`config.mk`:
```
export PLATFORM = sky130hd
export DESIGN_NAME = hazard_fwd_ctrl
export DESIGN_NICKNAME = d
export VERILOG_FILES = /design/src/rtl/hazard_fwd_ctrl.sv
export SDC_FILE = /design/constraint.sdc
export NUM_CORES = 1
export LEC_CHECK = 0
export BUFFER_PORTS_ARGS = -buffer_cell sky130_fd_sc_hd__buf_2
export CELL_PAD_IN_SITES_DETAIL_PLACEMENT = 0
export CELL_PAD_IN_SITES_GLOBAL_PLACEMENT = 2
export CORE_ASPECT_RATIO = 1.75
export CORE_MARGIN = 2
export CORE_UTILIZATION = 35
export CTS_BUF_LIST = sky130_fd_sc_hd__clkbuf_4
export CTS_CLUSTER_DIAMETER = 100
export DETAILED_ROUTE_END_ITERATION = 7
export PLACE_DENSITY = 0.86
export SKIP_LAST_GASP = 1
export SLEW_MARGIN = 10
export SYNTH_ARGS = -nofsm -noshare
export SYNTH_HDL_FRONTEND = slang
export SYNTH_SLANG_ARGS = --single-unit
export TNS_END_PERCENT = 100
```
`constraint.sdc`:
```
create_clock -name clk -period 4.1 [get_ports clk]
set_input_delay 0.82 -clock clk [delete_from_list [all_inputs] [get_ports clk]]
set_output_delay 0.82 -clock clk [all_outputs]
set_load 0.005 [all_outputs]
```
`src/rtl/hazard_fwd_ctrl.sv`:
```
// Hazard detection and operand-forwarding control for a 5-stage in-order pipeline.
// Tracks shadow copies of the EX, MEM and WB stages. It produces the EX operand
// forwarding selects and a one-cycle load-use stall.
// Optional stall statistics counter: define HAZARD_STALL_STATS_EN to build it.
module hazard_fwd_ctrl #(
    parameter int unsigned REG_AW      = 5,
    parameter int unsigned STALL_CNT_W = 16
) (
    input  logic                   clk,
    input  logic                   reset_n,
    input  logic                   id_valid,
    input  logic [REG_AW-1:0]      id_rs1,
    input  logic [REG_AW-1:0]      id_rs2,
    input  logic                   id_use_rs1,
    input  logic                   id_use_rs2,
    input  logic [REG_AW-1:0]      id_rd,
    input  logic                   id_reg_write,
    input  logic                   id_mem_read,
    input  logic                   flush,
    output logic [1:0]             fwd_a_sel,
    output logic [1:0]             fwd_b_sel,
    output logic                   stall,
    output logic [STALL_CNT_W-1:0] stall_count
);

    // EX shadow stage
    logic              ex_valid_q, ex_use_rs1_q, ex_use_rs2_q, ex_rw_q, ex_mr_q;
    logic [REG_AW-1:0] ex_rs1_q, ex_rs2_q, ex_rd_q;
    // MEM and WB shadow stages
    logic              mem_valid_q, mem_rw_q, wb_valid_q, wb_rw_q;
    logic [REG_AW-1:0] mem_rd_q, wb_rd_q;

    logic              ex_load;

    // Select for one EX operand; the youngest producer (EX/MEM) wins over MEM/WB.
    function automatic logic [1:0] fwd_sel(input logic [REG_AW-1:0] rs, input logic use_rs);
        logic consumer;
        consumer = ex_valid_q && use_rs && (rs != '0);
        if (consumer && mem_valid_q && mem_rw_q && (mem_rd_q == rs)) begin
            return 2'd1;
        end else if (consumer && wb_valid_q && wb_rw_q && (wb_rd_q != '0) && (wb_rd_q == rs)) begin
            return 2'd2;
        end
        return 2'd0;
    endfunction

    // Load-use detection and forwarding selects, all combinational from current state.
    always_comb begin
        stall = 1'b0;
        if (id_valid && ex_valid_q && ex_mr_q && (ex_rd_q != '0) && !flush) begin
            stall = (id_use_rs1 && (id_rs1 == ex_rd_q)) || (id_use_rs2 && (id_rs2 == ex_rd_q));
        end
        fwd_a_sel = fwd_sel(ex_rs1_q, ex_use_rs1_q);
        fwd_b_sel = fwd_sel(ex_rs2_q, ex_use_rs2_q);
        ex_load   = id_valid && !stall && !flush;
    end

    // Shadow pipeline advance; EX takes the ID instruction or a bubble.
    always_ff @(posedge clk or negedge reset_n) begin
        if (!reset_n) begin
            ex_valid_q   <= 1'b0;
            ex_rs1_q     <= '0;
            ex_rs2_q     <= '0;
            ex_use_rs1_q <= 1'b0;
            ex_use_rs2_q <= 1'b0;
            ex_rd_q      <= '0;
            ex_rw_q      <= 1'b0;
            ex_mr_q      <= 1'b0;
            mem_valid_q  <= 1'b0;
            mem_rd_q     <= '0;
            mem_rw_q     <= 1'b0;
            wb_valid_q   <= 1'b0;
            wb_rd_q      <= '0;
            wb_rw_q      <= 1'b0;
        end else begin
            wb_valid_q   <= mem_valid_q;
            wb_rd_q      <= mem_rd_q;
            wb_rw_q      <= mem_rw_q;
            mem_valid_q  <= ex_valid_q;
            mem_rd_q     <= ex_rd_q;
            mem_rw_q     <= ex_rw_q;
            ex_valid_q   <= ex_load;
            ex_rs1_q     <= ex_load ? id_rs1 : '0;
            ex_rs2_q     <= ex_load ? id_rs2 : '0;
            ex_use_rs1_q <= ex_load && id_use_rs1;
            ex_use_rs2_q <= ex_load && id_use_rs2;
            ex_rd_q      <= ex_load ? id_rd : '0;
            ex_rw_q      <= ex_load && id_reg_write;
            ex_mr_q      <= ex_load && id_mem_read;
        end
    end

`ifdef HAZARD_STALL_STATS_EN
    logic [STALL_CNT_W-1:0] stall_cnt_q;

    // Saturating count of stall cycles.
    always_ff @(posedge clk or negedge reset_n) begin
        if (!reset_n) begin
            stall_cnt_q <= '0;
        end else if (stall && (stall_cnt_q != '1)) begin
            stall_cnt_q <= stall_cnt_q + 1'b1;
        end
    end

    assign stall_count = stall_cnt_q;
`else
    assign stall_count = '0;
`endif

endmodule

```
## Yosys cells after proc, flatten, opt, wreduce, memory -nomap -nowiden

Cells that the tools add are included.

| word-level totals | value |
|---|---|
| register bits | 34 |
| bits of input ports | 23 |
| output and inout bits | 21 |

| operators by class | value |
|---|---|
| equality and inequality tests | 6 |
| muxes and demuxes | 14 |
| reductions and logical operators | 37 |

Operators with widths:

| operator | count |
|---|---|
| equality test 5 bit | 6 |
| logical AND 1 bit | 30 |
| nonzero test 5 bit | 4 |
| 2-to-1 mux 5 bit | 3 |
| 2-to-1 mux 2 bit | 6 |
| 2-to-1 mux 1 bit | 5 |
| logical NOT 1 bit | 2 |
| logical OR 1 bit | 1 |

## Longest topological paths before layout

Gate-level depths: netlist of the first run.

| depth | value |
|---|---|
| depth in word-level cells | 9 |
| depth in mapped cells | 5 |

## Worst setup path before layout of the first run

OpenSTA, ideal clock, no wires.

| timing | value |
|---|---|
| path kind | register -> output |
| start | reg ex_rs2_q[0] |
| end | out fwd_b_sel[1] |
| arrival time | 1,479 ps |
| slack | 1,801 ps |
| stages on the path, launching flop included | 5 |
| buffers on the path | 0 |
| path through | dfrtp_1 > or4_4 > o211ai_2 > nor4_2 > nor4_1 |

| between the ends | value |
|---|---|
| word-level cells in the longest chain between the ends | 9 |
| elaborated cells between the ends (all ways) | 15 |
| classes of those cells | 2 x eq/ne; 4 x mux; 9 x reduce/logical |

Ends and longest elaborated chain:

| what | RTL line | source |
|---|---|---|
| from (decl) | 28 | `logic [REG_AW-1:0] ex_rs1_q, ex_rs2_q, ex_rd_q;` |
| from (signal assigned) | 84 | `ex_rs2_q <= ex_load ? id_rs2 : '0;` |
| nonzero test 5 bit | 38 | `consumer = ex_valid_q && use_rs && (rs != '0);` |
| logical AND 1 bit | 38 |  |
| logical AND 1 bit (4 in series) | 41 | `end else if (consumer && wb_valid_q && wb_rw_q && (wb_rd_q != '0) && (wb_rd_q == rs)) begin` |
| 2-to-1 mux 1 bit | 41 |  |
| 2-to-1 mux 1 bit | 39 | `if (consumer && mem_valid_q && mem_rw_q && (mem_rd_q == rs)) begin` |
| 2-to-1 mux 2 bit * | 44 | `return 2'd0;` |
| to (decl) | 21 | `output logic [1:0] fwd_b_sel,` |

Every way passes the cells marked *; elsewhere a longest branch is shown, timed or not.

## Worst setup path in the final report of the first run

Ends and elaborated chain as after synthesis.

==> results.txt, run 1 <==
The clock-pin slew of the registers on the worst-case setup and hold paths works out to 0.10 ns. The chip height came out at 93.94 um. For the final hold slack, the log shows 0.3612 ns.

For this run, the detailed router's first-pass iteration total came to 4. The tools report the starting density of the core as 0.3640. The total negative setup slack was 0 ns; the number of DRC violations after detailed-routing iteration 0 was 25. Via count of the first global-routing pass: 1136. The critical path class was reg2out. The detailed placement HPWL came out at 2.562 mm. The die width is 55.40 um.

The mean area per synthesized cell is 10.51 um^2, and the clock latency of the later-clocked register in the worst-skew pair is 0.34 ns. The run gives 22 as the count of cell types in the netlist. After synthesis, the cell types taking the most area are dfrtp_1, xnor2_1, buf_4.

The number of antenna diodes in the final layout is 0. Data arrives at the worst endpoint at 2.02 ns. The tools report the final-report max-slew violation count as 0.

The synthesized design contains 34 register bits. The worst hold path startpoint is ex_rw_q$_DFF_PN0_. The H-tree depth was 2; the routed wirelength normalized by instance count was 13.77 um. The startpoint of the worst-slack reg-to-reg timing path was ex_rd_q[1]$_DFF_PN0_. After detailed routing, the number of vias per cell comes to 4.631. The worst hold path belongs to the class reg2reg. The mapped netlist covers 0.001618 mm^2.

The die covers 0.005204 mm^2. The worst setup path is captured at an output port. The tools report the relative max-transition margin as 0.5211. The end-of-flow core utilization was 0.4065; the boundary pin count was 44. The number of hold-repair buffers added at the cts stage is 0. The number of gates resized after CTS was 0. Total core area: 0.004444 mm^2. The number of I/O port buffers was 27. Number of fillers in the final layout: 442. Total number of clock tree sinks: 34. The post-CTS setup buffer count is 0. TritonCTS created 5 clock buffers. The all-layer global routing usage was 0.1328.

The tools report the initial antenna violation count as 0. The logs give 0 for the final setup violation count and 0 for the remaining global-route overflow. STA puts the critical path data required time at 3.28 ns.

The minimum period implied by the final worst setup slack was 2.843 ns. For the achievable clock frequency, the log shows 351.8 MHz. The number of cells on the worst reg-to-reg path is 5.

For hold timing, the worst endpoint is mem_rw_q$_DFF_PN0_. From synthesis to final layout, the design area changed by 11.68%. The net count of the finished layout is 207. Across the run, the number of max-cap violations was 0.

Internal reg-to-reg setup slack: 2.58 ns. The number of remaining DRC errors was 0. The final worst-path cycle share is 0.6933, and the number of buffers between clock root and the deepest sink is 2.

Largest net degree at the start of global routing: 35. The primary flip-flop cell chosen by synthesis mapping was dfrtp_1. The congestion estimate from routability-driven global placement came to 0.7952. The worst clock skew is 0.003352 ns.

Leading area contributor after synthesis: dfrtp_1. The standby leakage power was 0.8861 nW. The proportion of layout cells with a drive suffix above 1 was 0.2216; the fraction of post-synthesis cell area in the top cell type by area was 0.5259.

The post-synthesis cell count was 154. The worst setup path is launched from a flip-flop. Of all nets on the critical path, the largest fanout is 3.

Overall routed net length: 3.249 mm. In this run, synthesis inferred 0 flip-flops with an integrated enable. The sequential fraction of the synthesis area came out at 0.5259.

The worst supply voltage drop on vdd came out at 0.2062 mV. The first global-routing pass estimated 5.237 mm of wire. Clock tree synthesis selected as its root buffer the cell clkbuf_4.

For the number of warnings printed during yosys synthesis, the log shows 0. In this run the critical register-to-register path is captured at ex_rs1_q[0]$_DFF_PN0_. At the pin with the least slew margin, the transition time is 0.7184 ns. Overall power consumption after layout is estimated at 0.0006119 W. The run gives 0 as the post-route antenna net violation count. Counting instances, the worst hold path has a depth of 0. Hold violation count in the final report: 0. Setup repair after global routing left no endpoint under its margin. In this run the core area contains 32 standard-cell rows. TritonCTS built the clock tree. The proportion of synthesized flip-flops having asynchronous set or reset came out at 1.000.

The flow ran to the end, and the final reports show no timing, DRC or antenna violations. The total number of vias was 1093. The total power divided by cell area was 338.7 mW/mm^2.
power breakdown:
group | internal, W | switching (W)
Clock | 0.0000709 | 0.000109
Combinational | 0.0000324 | 0.0000373
Sequential | 0.000348 | 0.0000141
Yosys cell counts (2+ instances only):
cell type and n:
nor3_1 3, o211ai_2 2, nor4_1 3, clkbuf_1 6, xor2_1 8, nand2_1 22, nand3_1 3, nand4_1 4
or4_1 2, xnor2_1 22, buf_4 16, dfrtp_1 34, a21oi_1 20
worst max-delay path by stage:
stage	from	endpoint	slack [ns]	cells after the start
after global placement	flush	stall	1.55	7
after CTS	ex_rs2_q[0]$_DFF_PN0_	fwd_b_sel[1]	1.24	5
after global routing	ex_rs2_q[0]$_DFF_PN0_	fwd_b_sel[1]	1.10	5
after floorplan	ex_rs2_q[0]$_DFF_PN0_	fwd_b_sel[1]	1.80	4
final	ex_rs2_q[0]$_DFF_PN0_	fwd_b_sel[1]	1.26	5
after detailed placement	flush	stall	1.52	7
metal layers:
layer  vias to the layer above  part of all wire  track usage
met5                         -                 0            0
met4                         0             0.023      0.07317
met3                         5             0.036      0.02204
met2                        31              0.57       0.2421
met1                       512              0.37       0.1434
li1                        545                 -            -
worst max-delay path, cell delays in order (launching register included):
cell and delay [ns]:
dfrtp_1 0.43, or4_4 0.56, o211ai_2 0.19, nor4_2 0.08, nor4_1 0.26, buf_2 0.16
cells by family after synthesis:
group | after synthesis | share of synthesized area
and+or+nand+nor | 42 | 0.1307
DFF | 34 | 0.5259
xor gates and xnor gates | 30 | 0.1624
AOI/OAI and AO/OA | 25 | 0.09049
buffers and inverters | 22 | 0.08817
other | 1 | 0.002318
state kept, by name, summed over array words and instances (netlist names), 5 cells and up:
register / flops
ex_rd_q: 5
wb_rd_q: 5
mem_rd_q: 5
ex_rs2_q: 5
ex_rs1_q: 5
cell usage in the layout, fill, tap and decap left out, drive strengths merged:
cell	instances
xnor2	22
nor4	4
a21oi	20
nor2b	1
nand4	4
dfrtp	34
o22ai	1
nand3	3
and2	1
a21boi	1
buf	30
or4	3
nor3	3
clkbuf	6
conb	16
xor2	8
nand2	22
clkinv	2
nor2	1
o211ai	3
metrics by stage:
step                instances  area, um^2  setup slack [ns]
floorplan                 169        1674             1.801
global placement          228        1753             1.550
detailed placement        228        1753             1.521
CTS                       236        1807             1.238
global route              236        1807             1.100
finish                    236        1807             1.257
layout make-up:
class | count | area, um^2 | share of cell area
tap | 51 | 63.81 | 0.03532
timing repair buffer | 30 | 157.7 | 0.08726
sequential | 34 | 850.8 | 0.4709
multi-input combinational | 113 | 680.7 | 0.3767
clock inverter | 2 | 8.758 | 0.004848
clock buffer | 6 | 45.04 | 0.02493
Note: power is estimated with default switching activity, not from simulation.
==> run 2, diff against run 1 <==
--- a/config.mk
+++ b/config.mk
@@ -10,11 +10,11 @@
 export CELL_PAD_IN_SITES_GLOBAL_PLACEMENT = 2
 export CORE_ASPECT_RATIO = 1.75
 export CORE_MARGIN = 2
-export CORE_UTILIZATION = 35
+export CORE_UTILIZATION = 33
 export CTS_BUF_LIST = sky130_fd_sc_hd__clkbuf_4
 export CTS_CLUSTER_DIAMETER = 100
 export DETAILED_ROUTE_END_ITERATION = 7
-export PLACE_DENSITY = 0.86
+export PLACE_DENSITY = 0.82
 export SKIP_LAST_GASP = 1
 export SLEW_MARGIN = 10
 export SYNTH_ARGS = -nofsm -noshare
==> constraint.sdc (replaced) <==
create_clock -name clk -period 2.7 [get_ports clk]
set_input_delay 0.54 -clock clk [delete_from_list [all_inputs] [get_ports clk]]
set_output_delay 0.54 -clock clk [all_outputs]
set_load 0.005 [all_outputs]
==> results.txt, run 2 (same netlist as run 1, synthesis figures left out) <==
The tools report the die area as 0.005501 mm^2 (+5.7%). The total core area was 0.004707 mm^2 (+5.9%). The number of I/O port buffers is 27 (unchanged). Walking the worst path, the cells encountered are or4_1 -> o211ai_2 -> nor4_1 -> nor4_1 -> buf_2.

The number of maximum-capacitance constraint violations was 0 (unchanged); the all-layer global routing usage was 0.1368 (+0.003996). The critical path required time was 2.16 ns (-1.12 ns). Finished layout cell area: 0.001808 mm^2 (about the same). The tightest min-delay check is of the in2async type.

Net count reported at finish: 207 (unchanged). The tools report the worst supply voltage drop on vdd as 0.2609 mV (+27%). The tools report the worst slack after detailed placement as 0.5323 ns (-0.9883 ns).

The first-pass iteration count of the detailed router came out at 4 (unchanged). The tools report the standby leakage power as 0.8816 nW (-0.50%). Post-placement cell area: 0.001754 mm^2 (about the same). The minimum period implied by the final worst setup slack is 2.520 ns, and the remaining global-route overflow is 0 (unchanged).

The number of remaining DRC errors came out at 0 (unchanged). The run gives 0.0009179 W (+50%) as the total power of the final layout. The area overhead of the layout relative to synthesis works out to 11.76% (about the same).

The run gives 0 (unchanged) as the post-route antenna net violation count. On the critical path, the stage with the largest delay is an instance of or4_1. Number of fillers in the final layout: 500 (+13%). Routed wirelength normalized by instance count: 14.67 um (+6.5%).

The total power divided by cell area is 507.7 mW/mm^2 (+50%), and the number of diodes is 0 (unchanged). The first-pass GRT wire length is 5.747 mm (+9.7%), and the number of buffers between clock root and the deepest sink is 2 (unchanged). For the total number of vias, the log shows 1127 (+3.1%).

The run finished with clean final reports. The slew at the pin closest to its max-slew limit was 0.7137 ns (-0.004674 ns); the largest net degree at the start of global routing was 35 (unchanged). The run gives 0 (unchanged) as the hold violation count in the final report. STA classifies the critical path endpoint as an output port. The proportion of layout cells with a drive suffix above 1 is 0.2216 (unchanged), and the total negative setup slack is 0 ns (unchanged). Overall routed net length: 3.476 mm (+7.0%). The final-report max-slew violation count is 0 (unchanged), and the final RePlAce weighted congestion is 0.7840 (-1.4%). The data arrival time of the worst path was 1.98 ns (-0.04 ns).

The die width is 56.93 um (+2.8%). The number of stages on the worst setup path was 5 (unchanged). For the relative max-transition margin, the log shows 0.5242 (+0.003116). In the layout the commonest cells are dfrtp_1, buf_2, xnor2_1, nand2_1, a21oi_1. Cell at the root of the clock tree: clkbuf_4. The starting density of the core is 0.3437 (-0.02032), and the mean number of vias per cell is 4.755 (+2.7%). The clock-pin slew of the registers on the worst-case setup and hold paths is 0.10 ns (about the same), and the post-CTS setup buffer count is 0 (unchanged).

Critical path class: reg2out. The library cell used most frequently in the layout, excluding fill and tap cells, is dfrtp_1. Setup repair after global routing left no endpoint under its margin.

The peak fanout along the critical path came out at 3 (unchanged). The cell family contributing the most delay on the critical path is simple AND/OR/NAND/NOR gates. The count of cells along the worst register-to-register path is 5 (unchanged), and the count of buffering cells on the critical path with inverters included is 1 (unchanged). Startpoint kind of the worst setup timing path: a flip-flop. The final setup violation count came out at 0 (unchanged). The tools report the total number of clock tree sinks as 34 (unchanged). For the initial antenna violation count, the log shows 0 (unchanged).

The number of buffers added by the clock tree synthesis step is 5 (unchanged). The H-tree depth came out at 2 (unchanged). Boundary pin count: 44 (unchanged). The final worst-path cycle share was 0.9333; the number of DRC violations after detailed-routing iteration 0 was 31 (+24%). The number of standard-cell rows in the floorplan is 33 (+3.1%), and the number of resized instances in the post-cts repair step is 0 (unchanged). The worst clock skew was 0.004396 ns (+0.001044 ns); the chip height was 96.63 um (+2.9%). The detailed placement HPWL is 2.760 mm (+7.7%). Static timing analysis puts the maximum clock frequency at 396.9 MHz. Cell seen most often among critical-path stages: nor4_1. The via count of the first global-routing pass is 1224 (+7.7%), and the minimum setup slack in the final design is 0.1802 ns (-1.077 ns).

The biggest cell delay along the critical path came out at 0.55 ns (about the same). The clock latency of the later-clocked register in the worst-skew pair came out at 0.33 ns (about the same). Number of hold-repair buffers added at the cts stage: 0 (unchanged).

TritonCTS built the clock tree.
-- run 2: cell count changes in the layout (fill, tap and decap cells not counted), sizes merged --
cell	delta
clkinvlp	+1
clkbuf	-1
-- run 2: worst register-to-register path, stage by stage (launching register included) --
cell	delay [ns]
dfrtp_1	0.45
xnor2_1	0.28
nand4_1	0.15
o22ai_1	0.23
buf_4	0.27
a21oi_1	0.11
-- run 2: metal layers --
metal | routed length [um] | track usage | up-vias | part of all wire
met2 | 1891 | 0.2317 | 38 | 0.54
li1 | - | - | 549 | -
met5 | 0 | 0 | - | 0
met1 | 1273 | 0.1439 | 525 | 0.37
met3 | 156 | 0.03877 | 15 | 0.045
met4 | 154 | 0.08587 | 0 | 0.044
-- run 2: stage by stage --
stage | utilization | cells | hold slack [ns]
after global placement | 0.3727 | 229 | 0.3330
after global routing | 0.3841 | 237 | 0.2979
final | 0.3841 | 237 | 0.2480
after floorplan | - | 169 | 0.2444
after detailed placement | 0.3727 | 229 | 0.3371
after CTS | 0.3841 | 237 | 0.2595
-- run 2: power breakdown --
group          switching [W]  total [W]  internal (W)
logic              0.0000568   0.000106     0.0000491
registers          0.0000234   0.000552      0.000529
clock network       0.000163   0.000260     0.0000966
-- run 2: worst paths after layout --
path / from / to / slack [ns]
max: ex_rs1_q[1]$_DFF_PN0_ / fwd_a_sel[1] / 0.18
min: reset_n / mem_rd_q[3]$_DFF_PN0_ / 0.25
max reg2reg: ex_rd_q[4]$_DFF_PN0_ / ex_rs1_q[2]$_DFF_PN0_ / 1.10
min reg2reg: ex_rw_q$_DFF_PN0_ / mem_rw_q$_DFF_PN0_ / 0.36
max in group asynchronous: reset_n / wb_rw_q$_DFF_PN0_ / 1.99
min in group clk: ex_rw_q$_DFF_PN0_ / mem_rw_q$_DFF_PN0_ / 0.36
-- run 2: cell type report --
| cell class | count | area [um^2] | share of cell area |
|---|---|---|---|
| repair buffers | 30 | 157.7 | 0.08720 |
| clock buffers | 5 | 37.54 | 0.02076 |
| flip-flops and latches | 34 | 850.8 | 0.4706 |
| clock inverters | 3 | 16.27 | 0.008997 |
| well taps | 52 | 65.06 | 0.03599 |
| multi-input cells | 113 | 680.7 | 0.3765 |
==> run 3, diff against run 2 <==
--- a/config.mk
+++ b/config.mk
@@ -10,11 +10,10 @@
 export CELL_PAD_IN_SITES_GLOBAL_PLACEMENT = 2
 export CORE_ASPECT_RATIO = 1.75
 export CORE_MARGIN = 2
-export CORE_UTILIZATION = 33
-export CTS_BUF_LIST = sky130_fd_sc_hd__clkbuf_4
+export CORE_UTILIZATION = 32
 export CTS_CLUSTER_DIAMETER = 100
 export DETAILED_ROUTE_END_ITERATION = 7
-export PLACE_DENSITY = 0.82
+export PLACE_DENSITY = 0.8
 export SKIP_LAST_GASP = 1
 export SLEW_MARGIN = 10
 export SYNTH_ARGS = -nofsm -noshare
==> results.txt, run 3 (same netlist as run 1, synthesis figures left out) <==
The run finished with clean final reports. The total power divided by cell area works out to 559.8 mW/mm^2 (+10%). The tools report the startpoint of the worst-slack reg-to-reg timing path as ex_rd_q[4]$_DFF_PN0_. Leaving out fill and tap cells, the most frequent cells in the layout are dfrtp_1, buf_2, xnor2_1, nand2_1, a21oi_1. The number of remaining DRC errors is 0 (unchanged).

The achievable clock frequency is 406.7 MHz (+2.5%), and the number of hold-repair buffers added at the cts stage is 0 (unchanged). For the number of buffers added by the clock tree synthesis step, the log shows 5 (unchanged). Count of buffering cells on the critical path with inverters included: 1 (unchanged). The cell type of the slowest stage on the worst timing path is or4_1. The setup path with the least slack is of type reg2out.

The hold violation count in the final report is 0 (unchanged), and the number of I/O port buffers is 27 (unchanged). The routed wirelength normalized by instance count works out to 14.86 um (+1.3%). The first-pass GRT wire length was 6.065 mm (+5.5%); the critical path required time was 2.16 ns (about the same). The tools report the H-tree depth as 2 (unchanged).

The number of standard-cell rows in the floorplan came out at 34 (+3.0%). For the final-report max-slew violation count, the log shows 0 (unchanged). The cell seen most often among critical-path stages is nor4_1.

The tools report the number of resized instances in the post-cts repair step as 0 (unchanged). From synthesis to final layout, the design area changed by 14.46%. The minimum period implied by the final worst setup slack is 2.459 ns (-0.06113 ns), and the remaining global-route overflow is 0 (unchanged).

The total number of clock tree sinks was 34 (unchanged); the biggest cell delay along the critical path was 0.55 ns (about the same). The slew at the pin closest to its max-slew limit is 0.7276 ns (+0.01396 ns). Setup repair after global routing left no endpoint under its margin. For the overall routed net length, the log shows 3.551 mm (+2.2%). The tools report the detailed placement HPWL as 2.856 mm (+3.5%). The worst register-to-register path ends at ex_rs1_q[2]$_DFF_PN0_. Among cell families on the critical path, the largest total delay comes from simple AND/OR/NAND/NOR gates. Proportion of layout cells with a drive suffix above 1: 0.2270 (+0.005405). The run gives 0.5370 ns (+0.004648 ns) as the worst slack after detailed placement.

Walking the worst path, the cells encountered are or4_1 -> o211ai_2 -> nor4_1 -> nor4_1 -> buf_2. Initial antenna violation count: 0 (unchanged). The final worst-path cycle share works out to 0.9106 (-0.02264). TritonCTS built the clock tree.

For the final setup violation count, the log shows 0 (unchanged). Boundary pin count: 44 (unchanged). The end point of the critical path was fwd_a_sel[1].

Relative max-transition margin: 0.5149 (-0.009305). Number of DRC violations after detailed-routing iteration 0: 18 (-42%). The mean number of vias per cell was 4.849 (+2.0%).

The chip height works out to 98.06 um (+1.5%). Worst setup path startpoint: ex_rs1_q[1]$_DFF_PN0_. The peak fanout along the critical path is 3 (unchanged), and the die width is 57.75 um (+1.4%).

Placed instance count: 231 (+0.87%). The tools report the number of diodes as 0 (unchanged). The run gives 239 (+0.84%) as the final cell count without fillers. The run gives 4 (unchanged) as the first-pass iteration count of the detailed router. The run gives 0 (unchanged) as the post-CTS setup buffer count. The all-layer global routing usage is 0.1391 (+0.002267).

The clock-pin slew of the registers on the worst-case setup and hold paths came out at 0.07 ns (-0.03 ns). The final hold slack is 0.3166 ns (+0.06861 ns). The library cell used most frequently in the layout, excluding fill and tap cells, is dfrtp_1.

Total power of the final layout: 0.001037 W (+13%). The clock latency of the later-clocked register in the worst-skew pair was 0.28 ns (-0.05 ns); the count of cells along the worst register-to-register path was 5 (unchanged). The total number of vias is 1159 (+2.8%).

The logs give 0 ns (unchanged) for the total negative setup slack and 0.005663 mm^2 (+2.9%) for the die area. The via count of the first global-routing pass came out at 1281 (+4.7%). The tools report the largest net degree at the start of global routing as 35 (unchanged).

Total core area: 0.004935 mm^2 (+4.8%). STA classifies the critical path startpoint as a flip-flop. The tree is rooted in a clkbuf_8.

The worst supply voltage drop on vdd was 0.2921 mV (+12%); the starting density of the core was 0.3278 (-0.01586). STA classifies the critical path endpoint as an output port. The minimum setup slack in the final design was 0.2413 ns (+0.06113 ns); the net count reported at finish was 207 (unchanged).

The tools report the worst clock skew as 0.001353 ns (-0.003043 ns). The number of buffers between clock root and the deepest sink was 2 (unchanged); the number of stages on the worst setup path was 5 (unchanged). The tools report the final RePlAce weighted congestion as 0.8516 (+8.6%). The path class of the tightest hold or removal check is in2async. Post-route antenna net violation count: 0 (unchanged). The tools report the number of maximum-capacitance constraint violations as 0 (unchanged). The tools report the standby leakage power as 0.9002 nW (+2.1%). Internal reg-to-reg setup slack: 1.13 ns (+0.03 ns). The data arrival time of the worst path was 1.92 ns (-0.06 ns).
-- run 3: power by group --
part	internal, W	leakage (nW)	switching (W)
clock network	0.000205	0.0472	0.000175
logic	0.0000491	0.397	0.0000557
registers	0.000529	0.456	0.0000231
total	0.000783	0.900	0.000254
-- run 3: worst min path at each step --
stage	endpoint	slack, ns	cells past startpoint
final	mem_rd_q[3]$_DFF_PN0_	0.32	1
after detailed placement	mem_rw_q$_DFF_PN0_	0.33	0
after floorplan	ex_mr_q$_DFF_PN0_	0.24	0
after global routing	mem_rw_q$_DFF_PN0_	0.37	0
after global placement	mem_rw_q$_DFF_PN0_	0.33	0
after CTS	wb_rd_q[3]$_DFF_PN0_	0.33	1
-- run 3: per-layer routing --
layer,track usage,routed length [um]
met2,0.2596,2045
met3,0.02649,154
met4,0.07871,159
met1,0.1353,1192
met5,0,0
-- run 3: cell type report --
class | count | area, um^2
Tap cell | 54 | 67.56
Multi-Input combinational cell | 113 | 680.7
Clock inverter | 2 | 12.51
Clock buffer | 6 | 82.58
Sequential cell | 34 | 850.8
Timing Repair Buffer | 30 | 157.7
Fill cell | 519 | 3083
-- run 3: worst reg2reg max path, cell delays in order, from the launching register on --
cell,delay (ns)
dfrtp_1,0.44
xnor2_1,0.25
nand4_1,0.14
o22ai_1,0.23
buf_4,0.28
a21oi_1,0.11
-- run 3: through the flow --
step | util | cell area, um^2
2_1_floorplan | - | 1674
3_3_place_gp | 0.3560 | 1757
3_5_place_dp | 0.3560 | 1757
4_1_cts | 0.3753 | 1852
5_1_grt | 0.3753 | 1852
6_report | 0.3753 | 1852
